[src/rtl/mem_stage_if.sv]
// Data-memory bus between the MEM stage (master) and data memory (slave):
// a single outstanding req/ack access with byte enables and lane-replicated write data.
interface mem_stage_if;
  logic        dmem_req;
  logic        dmem_we;
  logic [31:0] dmem_addr;
  logic [3:0]  dmem_be;
  logic [31:0] dmem_wdata;
  logic        dmem_ack;
  logic [31:0] dmem_rdata;

  modport master (
    output dmem_req, dmem_we, dmem_addr, dmem_be, dmem_wdata,
    input  dmem_ack, dmem_rdata
  );

  modport slave (
    input  dmem_req, dmem_we, dmem_addr, dmem_be, dmem_wdata,
    output dmem_ack, dmem_rdata
  );
endinterface

[src/rtl/mem_stage.sv]
// MEM pipeline stage: sub-word loads/stores over a req/ack bus, FREEZE stall, timeout abort.
// Optional misalignment trap enabled by defining MEM_ALIGN_CHECK_EN.
module mem_stage #(
    parameter int TIMEOUT_CYC = 1023,
    parameter int CNT_W       = 10
) (
    input  logic              CLK,
    input  logic              RESET,
    input  logic [31:0]       aluResult1_PR,
    input  logic [31:0]       readDataB1_PR,
    input  logic [31:0]       Instr1_PR,
    input  logic [4:0]        writeRegister1_PR,
    input  logic              MemRead1_PR,
    input  logic              MemWrite1_PR,
    input  logic              MemtoReg1_PR,
    input  logic              do_writeback1_PR,
    mem_stage_if.master       dmem,
    output logic              FREEZE,
    output logic [31:0]       Data1_MEM,
    output logic [4:0]        writeRegister1_MEM,
    output logic              do_writeback1_MEM,
    output logic [31:0]       Data1_WB,
    output logic [4:0]        writeRegister1_WB,
    output logic              do_writeback1_WB,
    output logic              bus_err,
    output logic              align_err
);
    localparam logic [5:0] OP_LB  = 6'h20, OP_LH  = 6'h21, OP_LW  = 6'h23;
    localparam logic [5:0] OP_LBU = 6'h24, OP_LHU = 6'h25;
    localparam logic [5:0] OP_SB  = 6'h28, OP_SH  = 6'h29, OP_SW  = 6'h2B;
    localparam logic [CNT_W-1:0] CNT_LAST = CNT_W'(TIMEOUT_CYC - 1);

    typedef enum logic [1:0] {IDLE, BUSY, ABORT} state_t;

    state_t           state;
    logic [CNT_W-1:0] cnt;
    logic [5:0]       opc;
    logic [1:0]       lo;
    logic             is_byte, is_half, mem_op, misalign, issue, ack_v;
    logic             unused_instr;

    function automatic logic [3:0] be_f(input logic b_acc, input logic h_acc, input logic [1:0] a);
        if (b_acc)      return 4'b0001 << a;
        else if (h_acc) return a[1] ? 4'b1100 : 4'b0011;
        else            return 4'b1111;
    endfunction

    function automatic logic [31:0] wdata_f(input logic b_acc, input logic h_acc, input logic [31:0] d);
        if (b_acc)      return {4{d[7:0]}};
        else if (h_acc) return {2{d[15:0]}};
        else            return d;
    endfunction

    function automatic logic [31:0] load_f(input logic [31:0] rd, input logic [5:0] op, input logic [1:0] a);
        logic        [7:0]  b;
        logic        [15:0] h;
        logic signed [7:0]  b_s;
        logic signed [15:0] h_s;
        logic signed [31:0] ext;
        case (a)
            2'd0:    b = rd[7:0];
            2'd1:    b = rd[15:8];
            2'd2:    b = rd[23:16];
            default: b = rd[31:24];
        endcase
        h   = a[1] ? rd[31:16] : rd[15:0];
        b_s = b;
        h_s = h;
        case (op)
            OP_LB:   ext = b_s;
            OP_LH:   ext = h_s;
            OP_LBU:  ext = {24'h0, b};
            OP_LHU:  ext = {16'h0, h};
            default: ext = rd;
        endcase
        return ext;
    endfunction

    assign opc          = Instr1_PR[31:26];
    assign lo           = aluResult1_PR[1:0];
    assign unused_instr = ^Instr1_PR[25:0];
    assign is_byte      = (opc == OP_LB) | (opc == OP_LBU) | (opc == OP_SB);
    assign is_half      = (opc == OP_LH) | (opc == OP_LHU) | (opc == OP_SH);
    assign mem_op       = MemRead1_PR | MemWrite1_PR;

`ifdef MEM_ALIGN_CHECK_EN
    logic is_word_chk;
    assign is_word_chk = (opc == OP_LW) | (opc == OP_SW);
    assign misalign    = mem_op & ((is_half & lo[0]) | (is_word_chk & (lo != 2'b00)));
`else
    assign misalign    = 1'b0;
    assign align_err   = 1'b0;
`endif

    // Request is gated by RESET so it drops the instant reset asserts, even mid-access.
    assign issue  = RESET & mem_op & ~misalign & (state != ABORT);
    assign ack_v  = dmem.dmem_ack & issue;
    assign FREEZE = issue & ~dmem.dmem_ack;

    assign dmem.dmem_req   = issue;
    assign dmem.dmem_we    = MemWrite1_PR;
    assign dmem.dmem_addr  = {aluResult1_PR[31:2], 2'b00};
    assign dmem.dmem_be    = be_f(is_byte, is_half, lo);
    assign dmem.dmem_wdata = wdata_f(is_byte, is_half, readDataB1_PR);

    assign Data1_MEM          = MemtoReg1_PR ? load_f(dmem.dmem_rdata, opc, lo) : aluResult1_PR;
    assign writeRegister1_MEM = writeRegister1_PR;
    assign do_writeback1_MEM  = do_writeback1_PR & (~MemRead1_PR | ack_v);

    always_ff @(posedge CLK or negedge RESET) begin
        if (!RESET) begin
            state             <= IDLE;
            cnt               <= '0;
            bus_err           <= 1'b0;
            Data1_WB          <= '0;
            writeRegister1_WB <= '0;
            do_writeback1_WB  <= 1'b0;
`ifdef MEM_ALIGN_CHECK_EN
            align_err         <= 1'b0;
`endif
        end else begin
            case (state)
                IDLE: if (issue & ~dmem.dmem_ack) begin
                    state <= BUSY;
                    cnt   <= '0;
                end
                BUSY: if (ack_v) begin
                    state <= IDLE;
                    cnt   <= '0;
                end else if (cnt == CNT_LAST) begin
                    state   <= ABORT;
                    bus_err <= 1'b1;
                end else begin
                    cnt <= cnt + 1'b1;
                end
                ABORT: begin
                    state <= IDLE;
                    cnt   <= '0;
                end
                default: state <= IDLE;
            endcase

            // MEM/WB: retire when not frozen; an abort or alignment trap retires without writeback.
            if (!FREEZE) begin
                Data1_WB          <= Data1_MEM;
                writeRegister1_WB <= writeRegister1_MEM;
                do_writeback1_WB  <= do_writeback1_MEM & (state != ABORT) & ~misalign;
            end else begin
                do_writeback1_WB  <= 1'b0;
            end
`ifdef MEM_ALIGN_CHECK_EN
            align_err <= misalign;
`endif
        end
    end
endmodule

[src/flat_wrapper.sv]
// flat-port wrapper written by rule: the top's interface ports become plain ports
module mem_stage_flat 
#(
    parameter int TIMEOUT_CYC = 1023,
    parameter int CNT_W       = 10
)
  (CLK, RESET, aluResult1_PR, readDataB1_PR, Instr1_PR, writeRegister1_PR, MemRead1_PR, MemWrite1_PR, MemtoReg1_PR, do_writeback1_PR, FREEZE, Data1_MEM, writeRegister1_MEM, do_writeback1_MEM, Data1_WB, writeRegister1_WB, do_writeback1_WB, bus_err, align_err, dmem_dmem_req, dmem_dmem_we, dmem_dmem_addr, dmem_dmem_be, dmem_dmem_wdata, dmem_dmem_ack, dmem_dmem_rdata);
  mem_stage_if dmem_i ();
  input  logic CLK;
  input  logic RESET;
  input  logic [31:0] aluResult1_PR;
  input  logic [31:0] readDataB1_PR;
  input  logic [31:0] Instr1_PR;
  input  logic [4:0] writeRegister1_PR;
  input  logic MemRead1_PR;
  input  logic MemWrite1_PR;
  input  logic MemtoReg1_PR;
  input  logic do_writeback1_PR;
  output logic FREEZE;
  output logic [31:0] Data1_MEM;
  output logic [4:0] writeRegister1_MEM;
  output logic do_writeback1_MEM;
  output logic [31:0] Data1_WB;
  output logic [4:0] writeRegister1_WB;
  output logic do_writeback1_WB;
  output logic bus_err;
  output logic align_err;
  output wire logic [$bits(dmem_i.dmem_req)-1:0] dmem_dmem_req;
  output wire logic [$bits(dmem_i.dmem_we)-1:0] dmem_dmem_we;
  output wire logic [$bits(dmem_i.dmem_addr)-1:0] dmem_dmem_addr;
  output wire logic [$bits(dmem_i.dmem_be)-1:0] dmem_dmem_be;
  output wire logic [$bits(dmem_i.dmem_wdata)-1:0] dmem_dmem_wdata;
  input wire logic [$bits(dmem_i.dmem_ack)-1:0] dmem_dmem_ack;
  input wire logic [$bits(dmem_i.dmem_rdata)-1:0] dmem_dmem_rdata;
  assign dmem_dmem_req = dmem_i.dmem_req;
  assign dmem_dmem_we = dmem_i.dmem_we;
  assign dmem_dmem_addr = dmem_i.dmem_addr;
  assign dmem_dmem_be = dmem_i.dmem_be;
  assign dmem_dmem_wdata = dmem_i.dmem_wdata;
  assign dmem_i.dmem_ack = dmem_dmem_ack;
  assign dmem_i.dmem_rdata = dmem_dmem_rdata;
  mem_stage #(.TIMEOUT_CYC(TIMEOUT_CYC), .CNT_W(CNT_W)) u_core (.CLK(CLK), .RESET(RESET), .aluResult1_PR(aluResult1_PR), .readDataB1_PR(readDataB1_PR), .Instr1_PR(Instr1_PR), .writeRegister1_PR(writeRegister1_PR), .MemRead1_PR(MemRead1_PR), .MemWrite1_PR(MemWrite1_PR), .MemtoReg1_PR(MemtoReg1_PR), .do_writeback1_PR(do_writeback1_PR), .dmem(dmem_i), .FREEZE(FREEZE), .Data1_MEM(Data1_MEM), .writeRegister1_MEM(writeRegister1_MEM), .do_writeback1_MEM(do_writeback1_MEM), .Data1_WB(Data1_WB), .writeRegister1_WB(writeRegister1_WB), .do_writeback1_WB(do_writeback1_WB), .bus_err(bus_err), .align_err(align_err));
endmodule
[config.mk]
export PLATFORM = sky130hd
export DESIGN_NAME = mem_stage_flat
export DESIGN_NICKNAME = d
export VERILOG_FILES = /design/src/rtl/mem_stage_if.sv /design/src/rtl/mem_stage.sv /design/src/flat_wrapper.sv
export SDC_FILE = /design/constraint.sdc
export NUM_CORES = 1
export LEC_CHECK = 0
export ABC_AREA = 1
export BUFFER_PORTS_ARGS = -buffer_cell sky130_fd_sc_hd__buf_2
export CAP_MARGIN = 20
export CELL_PAD_IN_SITES_DETAIL_PLACEMENT = 0
export CELL_PAD_IN_SITES_GLOBAL_PLACEMENT = 2
export CORE_ASPECT_RATIO = 0.7
export CORE_MARGIN = 3
export CORE_UTILIZATION = 20
export DETAILED_ROUTE_END_ITERATION = 8
export GPL_ROUTABILITY_DRIVEN = 0
export PLACE_DENSITY = 0.92
export SKIP_CTS_REPAIR_TIMING = 1
export SYNTH_ARGS = -nofsm -noshare
export SYNTH_HDL_FRONTEND = slang
export SYNTH_SLANG_ARGS = --single-unit
[constraint.sdc]
create_clock -name CLK -period 1.99 [get_ports CLK]
set_input_delay 0.398 -clock CLK [delete_from_list [all_inputs] [get_ports CLK]]
set_output_delay 0.398 -clock CLK [all_outputs]
set_load 0.005 [all_outputs]
==> flow_summary.json <==
{
  "slew_violations": 0,
  "max_freq_mhz": 489,
  "avgViaCountPerCell": 4.18,
  "placed_cells": 1293,
  "grt_pass1_wl_mm": 28.9,
  "cts.path.max_buffers": 2,
  "place_ws_ps": -225,
  "postSynthCellCount": 751,
  "yosysMostFrequentCell": "nand2_1",
  "post-route-cell-area_sq_um": 7130,
  "ant_nets": 0,
  "drt_iter0_markers": 301,
  "power.share.combinational_pct": 43.2,
  "syn_area_per_cell_sq_um": 6.05,
  "drive_gt1_share_pct": 47.1,
  "crit_arrival_ps": 1650,
  "violations": "setup timing",
  "netlist_area_sq_um": 4540,
  "p_clk_share_pct": 25.2,
  "p_per_area_nw_per_um2": 570,
  "yosysTopAreaCell": "dfrtp_1",
  "cellLeakagePower_nw": 3.91,
  "seqPwrFrac_pct": 31.6,
  "fin_tns_setup_ps": -350,
  "drt-wirelength-per-cell_microns": 14.8,
  "synthTopCellsByArea": "dfrtp_1, nand2_1, buf_4, nor2_1, nand3_1",
  "synthFlopType": "dfrtp_1",
  "synth-edff-count": 0,
  "p_sw_mw": 1.52,
  "grt_pass1_vias": 5046,
  "cap_viol_max_count": 0,
  "design.portCount": 289,
  "power.internal_mw": 2.54,
  "synth-async-reset-ratio_pct": 100,
  "tightest_slew_ps": 597,
  "grt_max_degree": 43,
  "final_nets": 1163,
  "setup_ws_ps": -55.8,
  "area_growth_pct": 57.0,
  "vias": 5541,
  "clockRootBuffer": "clkbuf_16",
  "core.rowCount": 45,
  "die_h_microns": 132,
  "drc": 0,
  "synth_top_area_share_pct": 28.1,
  "ys_ff_latch": 51,
  "final_cells": 1325,
  "htree_levels": 2,
  "die-area_sq_um": 24600,
  "tritoncts": "yes",
  "initial_utilization_pct": 20.6,
  "clock-sinks": 51,
  "synth_cell_type_count": 31,
  "port_buffers": 259,
  "dp_hpwl_mm": 15.4,
  "p_sw_share_pct": 37.4,
  "wirelength_mm": 19.6,
  "dr.pass1.iters": 4,
  "hold_class": "input port to async pin",
  "globalRouteOverflowTotal": 0,
  "period_needed_ps": 2050,
  "whs_ps": 173,
  "fill_cells": 2463,
  "fp.dieW_microns": 186,
  "status": "complete, but fails checks",
  "coreArea_sq_um": 22000,
  "final_util_pct": 32.4,
  "cp.required_ps": 1590,
  "maxSlewHeadroom_pct": 60.2,
  "endpoint_kind": "output pin",
  "cts.clk_slew.worst_paths_ps": 80,
  "finalSetupViolations": 14,
  "ys_warn_count": 0,
  "grt_usage_pct": 14.9,
  "power_mw": 4.07,
  "critPathLaunchType": "input port",
  "fin_crit_sh_pct": 103,
  "antenna_found_initial": 2,
  "critPathMaxFanout": 8,
  "vdd_ir_drop_max_uv": 289,
  "rsz0062_at_grt": "true",
  "fin_skew_ps": 9.73,
  "finalHoldViolations": 0,
  "seq_area_frac_synth_pct": 28.1,
  "worstSkewPairLatency_ps": 300,
  "dpl_cell_area_sq_um": 6160,
  "cts_buffers": 5,
  "synthTopCellsByCount": "nand2_1, nor2_1, inv_1",
  "crit_type": "input port to output pin"
}
## routing by layer
metal  routed length, microns  vias up  track usage, %  share of wire, %
met4                      142        4            1.78              0.72
met2                     8610      177            22.6                44
met1                     9450     2518            22.0                48
li1                         -     2829               -                 -
met3                     1400       13            3.59               7.1
met5                       21        -               0              0.11
## worst max-delay path: stages
cell,delay [ps]
buf_2,150
nor2_4,110
nand2_2,80
nor2_4,170
nand3_4,200
clkbuf_16,240
nand3_4,100
nand2_2,60
inv_2,40
buf_2,90
## layout by cell type, fill, tap and decap left out, types with 2 or more instances in the layout
| cell type | count |
|---|---|
| clkbuf_16 | 6 |
| ha_1 | 4 |
| nand3_2 | 10 |
| inv_4 | 2 |
| nand4_1 | 16 |
| conb_1 | 3 |
| nand3_4 | 14 |
| nand3b_1 | 8 |
| nor2_1 | 60 |
| clkinv_2 | 2 |
| nor2_2 | 5 |
| nor2_4 | 8 |
| a21oi_2 | 10 |
| o21ai_0 | 19 |
| or2_4 | 2 |
| o21ai_1 | 7 |
| clkinv_4 | 2 |
| or2_2 | 24 |
| nand2_1 | 267 |
| inv_2 | 16 |
| nand2_2 | 30 |
| nand2_4 | 10 |
| a21oi_1 | 10 |
| o21ai_2 | 2 |
| buf_2 | 247 |
| nand3_1 | 38 |
| dfrtp_1 | 51 |
| inv_1 | 48 |
| nor3_1 | 4 |
| buf_8 | 3 |
| buf_4 | 54 |
| buf_12 | 5 |
| buf_6 | 23 |
## final timing paths
| path | from | endpoint | slack [ps] | depth (start not counted) |
|---|---|---|---|---|
| worst min register to register | u_core.bus_err$_DFFE_PN0P_ | u_core.bus_err$_DFFE_PN0P_ | 470 | 1 |
| max in group asynchronous | RESET | u_core.Data1_WB[0]$_DFFE_PN0N_ | 1210 | 2 |
| worst max register to register | u_core.state[1]$_DFFE_PN0P_ | u_core.cnt[8]$_DFFE_PN0P_ | 250 | 9 |
| worst min-delay path | RESET | u_core.do_writeback1_WB$_DFF_PN0_ | 170 | 2 |
| min in group CLK | writeRegister1_PR[0] | u_core.writeRegister1_WB[0]$_DFFE_PN0N_ | 310 | 3 |
| worst max-delay path | Instr1_PR[27] | Data1_MEM[25] | -60 | 10 |
## state kept, by name (all words and copies together), names as in the netlist
name	count
u_core.cnt	10
u_core.do_writeback1_WB	1
u_core.writeRegister1_WB	5
u_core.Data1_WB	32
u_core.bus_err	1
u_core.state	2
## cell type report
type / instances / area [sq um] / share of cell area, %
Multi-Input combinational cell: 558 / 2960 / 41.5
Clock buffer: 5 / 125 / 1.75
Timing Repair inverter: 1 / 5.00 / 0.0702
Inverter: 68 / 265 / 3.72
Tap cell: 305 / 382 / 5.35
Clock inverter: 3 / 43.8 / 0.614
Timing Repair Buffer: 333 / 2070 / 29.0
Antenna cell: 1 / 2.50 / 0.0351
Sequential cell: 51 / 1280 / 17.9
## power groups by stage
stage	clock network, mW	registers (mW)	logic (mW)
4_1_cts	1.06	1.28	1.56
5_1_grt	1.11	1.31	1.97
3_3_place_gp	0	1.30	1.55
3_5_place_dp	0	1.30	1.55
2_1_floorplan	0	1.30	0.871
6_report	1.03	1.29	1.76
## kinds of logic (layout without fill, tap and decap cells)
group | Yosys count | in the layout | share of synthesized area (%)
fa+ha+maj | 5 | 5 | 1.38
compound gates | 51 | 51 | 5.70
buf+inv | 145 | 410 | 16.8
other cells | 1 | 4 | 0.0825
flops | 51 | 51 | 28.1
xor+xnor | 1 | 1 | 0.193
simple gates | 497 | 498 | 47.8
Note: power is estimated with default switching activity, not from simulation.
